[src/rtl/mem_stage_lsu.sv]
// MEM-stage load/store unit: issues data-memory requests, stalls upstream until the
// access completes, formats load data and drives the MEM/WB pipeline register.
module mem_stage_lsu (
    input  logic        clk,
    input  logic        arst,
    input  logic        memValid,
    input  logic        memRead,
    input  logic        memWrite,
    input  logic [2:0]  memFunct3,
    input  logic [31:0] memAddr,
    input  logic [31:0] memStoreData,
    input  logic [4:0]  rdAddr,
    input  logic        rdWriteEn,
    input  logic [1:0]  destinationSelect,
    input  logic [31:0] pc,
    output logic        stall,
    output logic        dmemReqValid,
    input  logic        dmemReqReady,
    output logic [31:0] dmemReqAddr,
    output logic        dmemReqWe,
    output logic [3:0]  dmemReqBe,
    output logic [31:0] dmemReqWdata,
    input  logic        dmemRspValid,
    input  logic [31:0] dmemRspData,
    output logic        wbValid,
    output logic [4:0]  wbRdAddr,
    output logic        wbRdWriteEn,
    output logic [1:0]  wbDestinationSelect,
    output logic [31:0] wbPc,
    output logic [31:0] wbRdWriteData,
    output logic        wbMisaligned,
    output logic        fsm_state
);

    typedef enum logic {IDLE = 1'b0, WAIT = 1'b1} state_t;

    state_t      state;
    logic [1:0]  addr_q;
    logic        mem_op;
    logic        is_half;
    logic        is_word;
    logic        misaligned;
    logic        done;
    logic [7:0]  lane_byte;
    logic [15:0] lane_half;
    logic [31:0] load_data;

    assign fsm_state  = state;
    assign mem_op     = memValid & (memRead | memWrite);
    assign is_half    = (memFunct3[1:0] == 2'b01);
    assign is_word    = (memFunct3[1:0] == 2'b10);
    assign misaligned = mem_op & ((is_half & memAddr[0]) | (is_word & (memAddr[1:0] != 2'b00)));

    // Request handshake: a request transfers on a cycle where dmemReqValid and
    // dmemReqReady are both high; until then valid and all payload fields hold steady.
    // The response is a one-cycle dmemRspValid pulse, only ever expected in WAIT.
    assign dmemReqValid = mem_op & ~misaligned & (state == IDLE) & ~arst;
    assign dmemReqAddr  = {memAddr[31:2], 2'b00};
    assign dmemReqWe    = memWrite;

    always_comb begin
        done = 1'b0;
        case (state)
            IDLE:    done = memWrite & dmemReqReady;
            WAIT:    done = dmemRspValid;
            default: done = 1'b0;
        endcase
    end

    // Held low during reset so an abandoned access frees the pipeline at once.
    assign stall = mem_op & ~misaligned & ~done & ~arst;

    always_comb begin
        dmemReqBe    = 4'b1111;
        dmemReqWdata = memStoreData;
        if (memWrite) begin
            case (memFunct3[1:0])
                2'b00: begin
                    dmemReqBe    = 4'b0001 << memAddr[1:0];
                    dmemReqWdata = {4{memStoreData[7:0]}};
                end
                2'b01: begin
                    dmemReqBe    = 4'b0011 << memAddr[1:0];
                    dmemReqWdata = {2{memStoreData[15:0]}};
                end
                default: begin
                    dmemReqBe    = 4'b1111;
                    dmemReqWdata = memStoreData;
                end
            endcase
        end
    end

    always_comb begin
        lane_byte = dmemRspData[7:0];
        case (addr_q)
            2'b00:   lane_byte = dmemRspData[7:0];
            2'b01:   lane_byte = dmemRspData[15:8];
            2'b10:   lane_byte = dmemRspData[23:16];
            default: lane_byte = dmemRspData[31:24];
        endcase
        lane_half = addr_q[1] ? dmemRspData[31:16] : dmemRspData[15:0];
        load_data = dmemRspData;
        case (memFunct3)
            3'b000:  load_data = {{24{lane_byte[7]}}, lane_byte};
            3'b100:  load_data = {24'h000000, lane_byte};
            3'b001:  load_data = {{16{lane_half[15]}}, lane_half};
            3'b101:  load_data = {16'h0000, lane_half};
            default: load_data = dmemRspData;
        endcase
    end

    always_ff @(posedge clk or posedge arst) begin
        if (arst) begin
            state  <= IDLE;
            addr_q <= 2'b00;
        end else begin
            case (state)
                IDLE: begin
                    if (dmemReqValid & dmemReqReady & memRead) begin
                        state  <= WAIT;
                        addr_q <= memAddr[1:0];
                    end
                end
                WAIT: begin
                    if (dmemRspValid) state <= IDLE;
                end
                default: state <= IDLE;
            endcase
        end
    end

    always_ff @(posedge clk or posedge arst) begin
        if (arst) begin
            wbValid             <= 1'b0;
            wbRdAddr            <= 5'd0;
            wbRdWriteEn         <= 1'b0;
            wbDestinationSelect <= 2'd0;
            wbPc                <= 32'd0;
            wbRdWriteData       <= 32'd0;
            wbMisaligned        <= 1'b0;
        end else if (stall | ~memValid) begin
            wbValid     <= 1'b0;
            wbRdWriteEn <= 1'b0;
        end else begin
            wbValid             <= 1'b1;
            wbRdAddr            <= rdAddr;
            wbRdWriteEn         <= rdWriteEn & ~memWrite & ~misaligned;
            wbDestinationSelect <= destinationSelect;
            wbPc                <= pc;
            wbRdWriteData       <= (memRead & ~misaligned) ? load_data : memAddr;
            wbMisaligned        <= misaligned;
        end
    end

endmodule

[config.mk]
export PLATFORM = sky130hd
export DESIGN_NAME = mem_stage_lsu
export DESIGN_NICKNAME = d
export VERILOG_FILES = /design/src/rtl/mem_stage_lsu.sv
export SDC_FILE = /design/constraint.sdc
export NUM_CORES = 1
export LEC_CHECK = 0
export ABC_CLOCK_PERIOD_IN_PS = 4500
export CORE_AREA = 2 2 155 126
export CTS_CLUSTER_SIZE = 8
export DETAILED_ROUTE_END_ITERATION = 10
export DIE_AREA = 0 0 157 128
export DONT_BUFFER_PORTS = 1
export PLACE_DENSITY_LB_ADDON = 0.08
export SYNTH_ARGS = -nofsm -noshare
export SYNTH_HDL_FRONTEND = slang
export SYNTH_SLANG_ARGS = --single-unit
[constraint.sdc]
create_clock -name clk -period 4.5 [get_ports clk]
set_clock_uncertainty 0.1 [all_clocks]
set_input_delay 0.45 -clock clk [delete_from_list [all_inputs] [get_ports clk]]
set_output_delay 0.45 -clock clk [all_outputs]
set_load 0.005 [all_outputs]
==> flow_summary.toml <==
[run_status]
status = "finished with violations"
violations = "hold timing"

[cts]
cts-resized-gates = 0
hold_buffers = 0
path_clk_slew_ns = 0.07
tritoncts = "done"
post_cts_buffers = 0
cts_sinks = 77
h-tree-depth = 3
cts-root-buf = "clkbuf_16"
clock_path_buffers = 2
clk_latency_ns = 0.34
numCtsBuffers = 9

[die]
coreArea_mm2 = 0.01864
fp.dieH_um = 128
ios = 292
die_w_um = 157
rows = 45
dieArea_mm2 = 0.02010
initial_core_util_pct = 24.49

[setup_path]
slowest_stage = "inv_4"
startpoint_type = "register"
critPathMostFrequentCell = "buf_4"
crit_arrival_ns = 2.85
cp.depth = 9
path_buf_inv = 3
crit_fanout = 81
slowest_delay_ns = 0.71
crit_family = "buffers and inverters"
cp-end-kind = "register"
crit_required_ns = 4.65
critPathKind = "register to register"
reg2regPathDepth = 9
worstPathCellList = "a21oi_1, a21o_1, and2_1, nand2b_1, buf_4, inv_4, buf_4, nor2_1, a31oi_1"

[layout]
drive_gt1_share_pct = 21.37
ff_latch_area_mm2 = 0.001927
nets = 534
multiInputGateArea_mm2 = 0.002133
antennaDiodeCount = 0
fillers = 1992
synthToLayoutAreaGrowth_pct = 4.167

[synth]
synth_area_leaders = "dfrtp_1 (42%), mux2_4 (13%), buf_4 (6.7%)"
synth-seq-cells = 77
netlist_area_mm2 = 0.004564
synth_edf_count = 0
synthCells = 441
yosys.cell_types.count = 37
synthArstFlopShare_pct = 100.0
yosysTopAreaCellShare_pct = 42.21
synth-main-ff-cell = "dfrtp_1"
ys_top_cells_by_count = "dfrtp_1 (77), nand2_1 (58), buf_4 (41)"
synth.largest_area_cell = "dfrtp_1"
yosysWarnings = 0
syn_avg_cell_area_um2 = 10.35
yosysMostFrequentCell = "dfrtp_1"
ys_seq_area_share_pct = 42.21

[global_routing]
antenna_found_initial = 0
overflow = 0
grt_pass1_wl_um = 20700
grt_pass1_vias = 3150
track_usage_pct = 13.92
grt_max_degree = 82

[power]
p_int_mw = 1.401
power_mw = 2.010
p_leak_nw = 2.016
comb_power_share_pct = 17.6
sw_frac_of_total_pct = 30.30
clock_power_share_pct = 38.5
power_frac_seq_pct = 43.9
ir_worst_vdd_mv = 0.1643
power.density_mw_per_mm2 = 422.8
p_sw_mw = 0.6090

[sta]
slew_headroom_pct = 24.14
tightest_slew_ns = 1.138
drv_slew = 0
grt_setup_unrepaired = "false"
setup_viol = 0
fin_hold_ws_ns = -0.03730
final.setup.tns_ns = 0
period_needed_ns = 2.700
finalCritPeriodShare_pct = 59.99
max_freq_ghz = 0.3704
hold_violations = 23

[placed_design]
port_buffers = 0
routabilityCongestion = 0.6886
hpwl_um = 10950

[detailed_routing]
drt_iter0_markers = 120
ant_nets = 0
routedWlPerCell_um = 22.44
viasPerCell = 4.786
num_vias = 3116
drtPass1Iterations = 4
wirelength_um = 14610
drc = 0

[run]
maxCapViolations = 0

[hold_path]
holdCritPathClass = "primary input to asynchronous set/reset pin"
## logic make-up after synthesis
family / share of synthesized area [%]
buffers and inverters: 11.21
xor gates and xnor gates: 0.1919
DFF: 42.21
and+or+nand+nor: 9.184
muxes: 19.08
other: 0.08216
AOI/OAI and AO/OA: 18.04
## layout by cell type (no fill, tap or decap), types with 2 or more instances in the layout
| cell | count |
|---|---|
| clkinvlp_4 | 2 |
| o21ba_2 | 8 |
| dfrtp_1 | 77 |
| nor2b_1 | 11 |
| mux2i_1 | 15 |
| conb_1 | 2 |
| mux2_4 | 39 |
| o21ai_0 | 27 |
| inv_1 | 4 |
| nor2_1 | 21 |
| buf_4 | 5 |
| a2bb2oi_1 | 7 |
| nand2_1 | 58 |
| mux2_2 | 12 |
| inv_6 | 2 |
| a21oi_1 | 28 |
| a31oi_1 | 16 |
| nand2b_1 | 3 |
| clkbuf_16 | 9 |
| o221ai_1 | 9 |
| a21o_1 | 3 |
| o2bb2ai_1 | 16 |
## cell type report
cell class              instances  share of cell area (%)
clock buffers                   9                   4.737
inverters                       6                  0.5526
repair buffers                  5                  0.7895
flip-flops and latches         77                   40.53
clock inverters                 7                   1.737
well taps                     258                   6.789
multi-input cells             289                   44.87
## sequential cells by signal, indices dropped and copies added (netlist names)
| name | cells |
|---|---|
| addr_q | 2 |
| wbValid | 1 |
| wbRdAddr | 5 |
| wbPc | 32 |
| fsm_state | 1 |
| wbRdWriteEn | 1 |
| wbRdWriteData | 32 |
| wbMisaligned | 1 |
| wbDestinationSelect | 2 |
## power by group through the flow
stage | registers (mW) | logic, mW | clock network, mW
2_1_floorplan | 0.855 | 0.340 | 0
3_3_place_gp | 0.900 | 0.356 | 0
3_5_place_dp | 0.898 | 0.359 | 0
4_1_cts | 0.886 | 0.362 | 0.802
5_1_grt | 0.896 | 0.390 | 0.833
6_report | 0.883 | 0.354 | 0.773
## through the flow
stage               cell area, um2  hold WS (ns)  std cells  worst slack, ns  utilization (%)
floorplan                     4568        0.3737        442            1.983                -
global placement              4447        0.3766        635            1.541            23.86
detailed placement            4447        0.3727        635            1.500            23.86
CTS                           4755      0.002515        651            1.764            25.51
global route                  4755       0.01303        651            1.587            25.51
finish                        4755      -0.03730        651            1.800            25.51
## final timing paths
kind | slack [ns] | start | endpoint
worst min-delay path | -0.04 | arst | addr_q[1]$_DFFE_PP0P_
worst min register to register | 0.42 | wbRdWriteData[29]$_DFFE_PP0P_ | wbRdWriteData[29]$_DFFE_PP0P_
worst max-delay path | 1.80 | fsm_state$_DFF_PP0_ | wbRdWriteData[14]$_DFFE_PP0P_
min in group clk | 0.07 | memWrite | wbRdWriteEn$_DFF_PP0_
max in group asynchronous | 3.32 | arst | wbPc[12]$_DFFE_PP0P_
worst max register to register | 1.80 | fsm_state$_DFF_PP0_ | wbRdWriteData[14]$_DFFE_PP0P_
## routing by layer
layer / up-vias / global-route usage [%] / part of all wire, %
li1: 1421 / - / -
met1: 1534 / 18.99 / 46
met2: 152 / 21.10 / 45
met3: 9 / 5.206 / 8.8
met4: 0 / 2.752 / 0.67
met5: - / 0 / 0
Note: power is estimated with default switching activity, not from simulation.
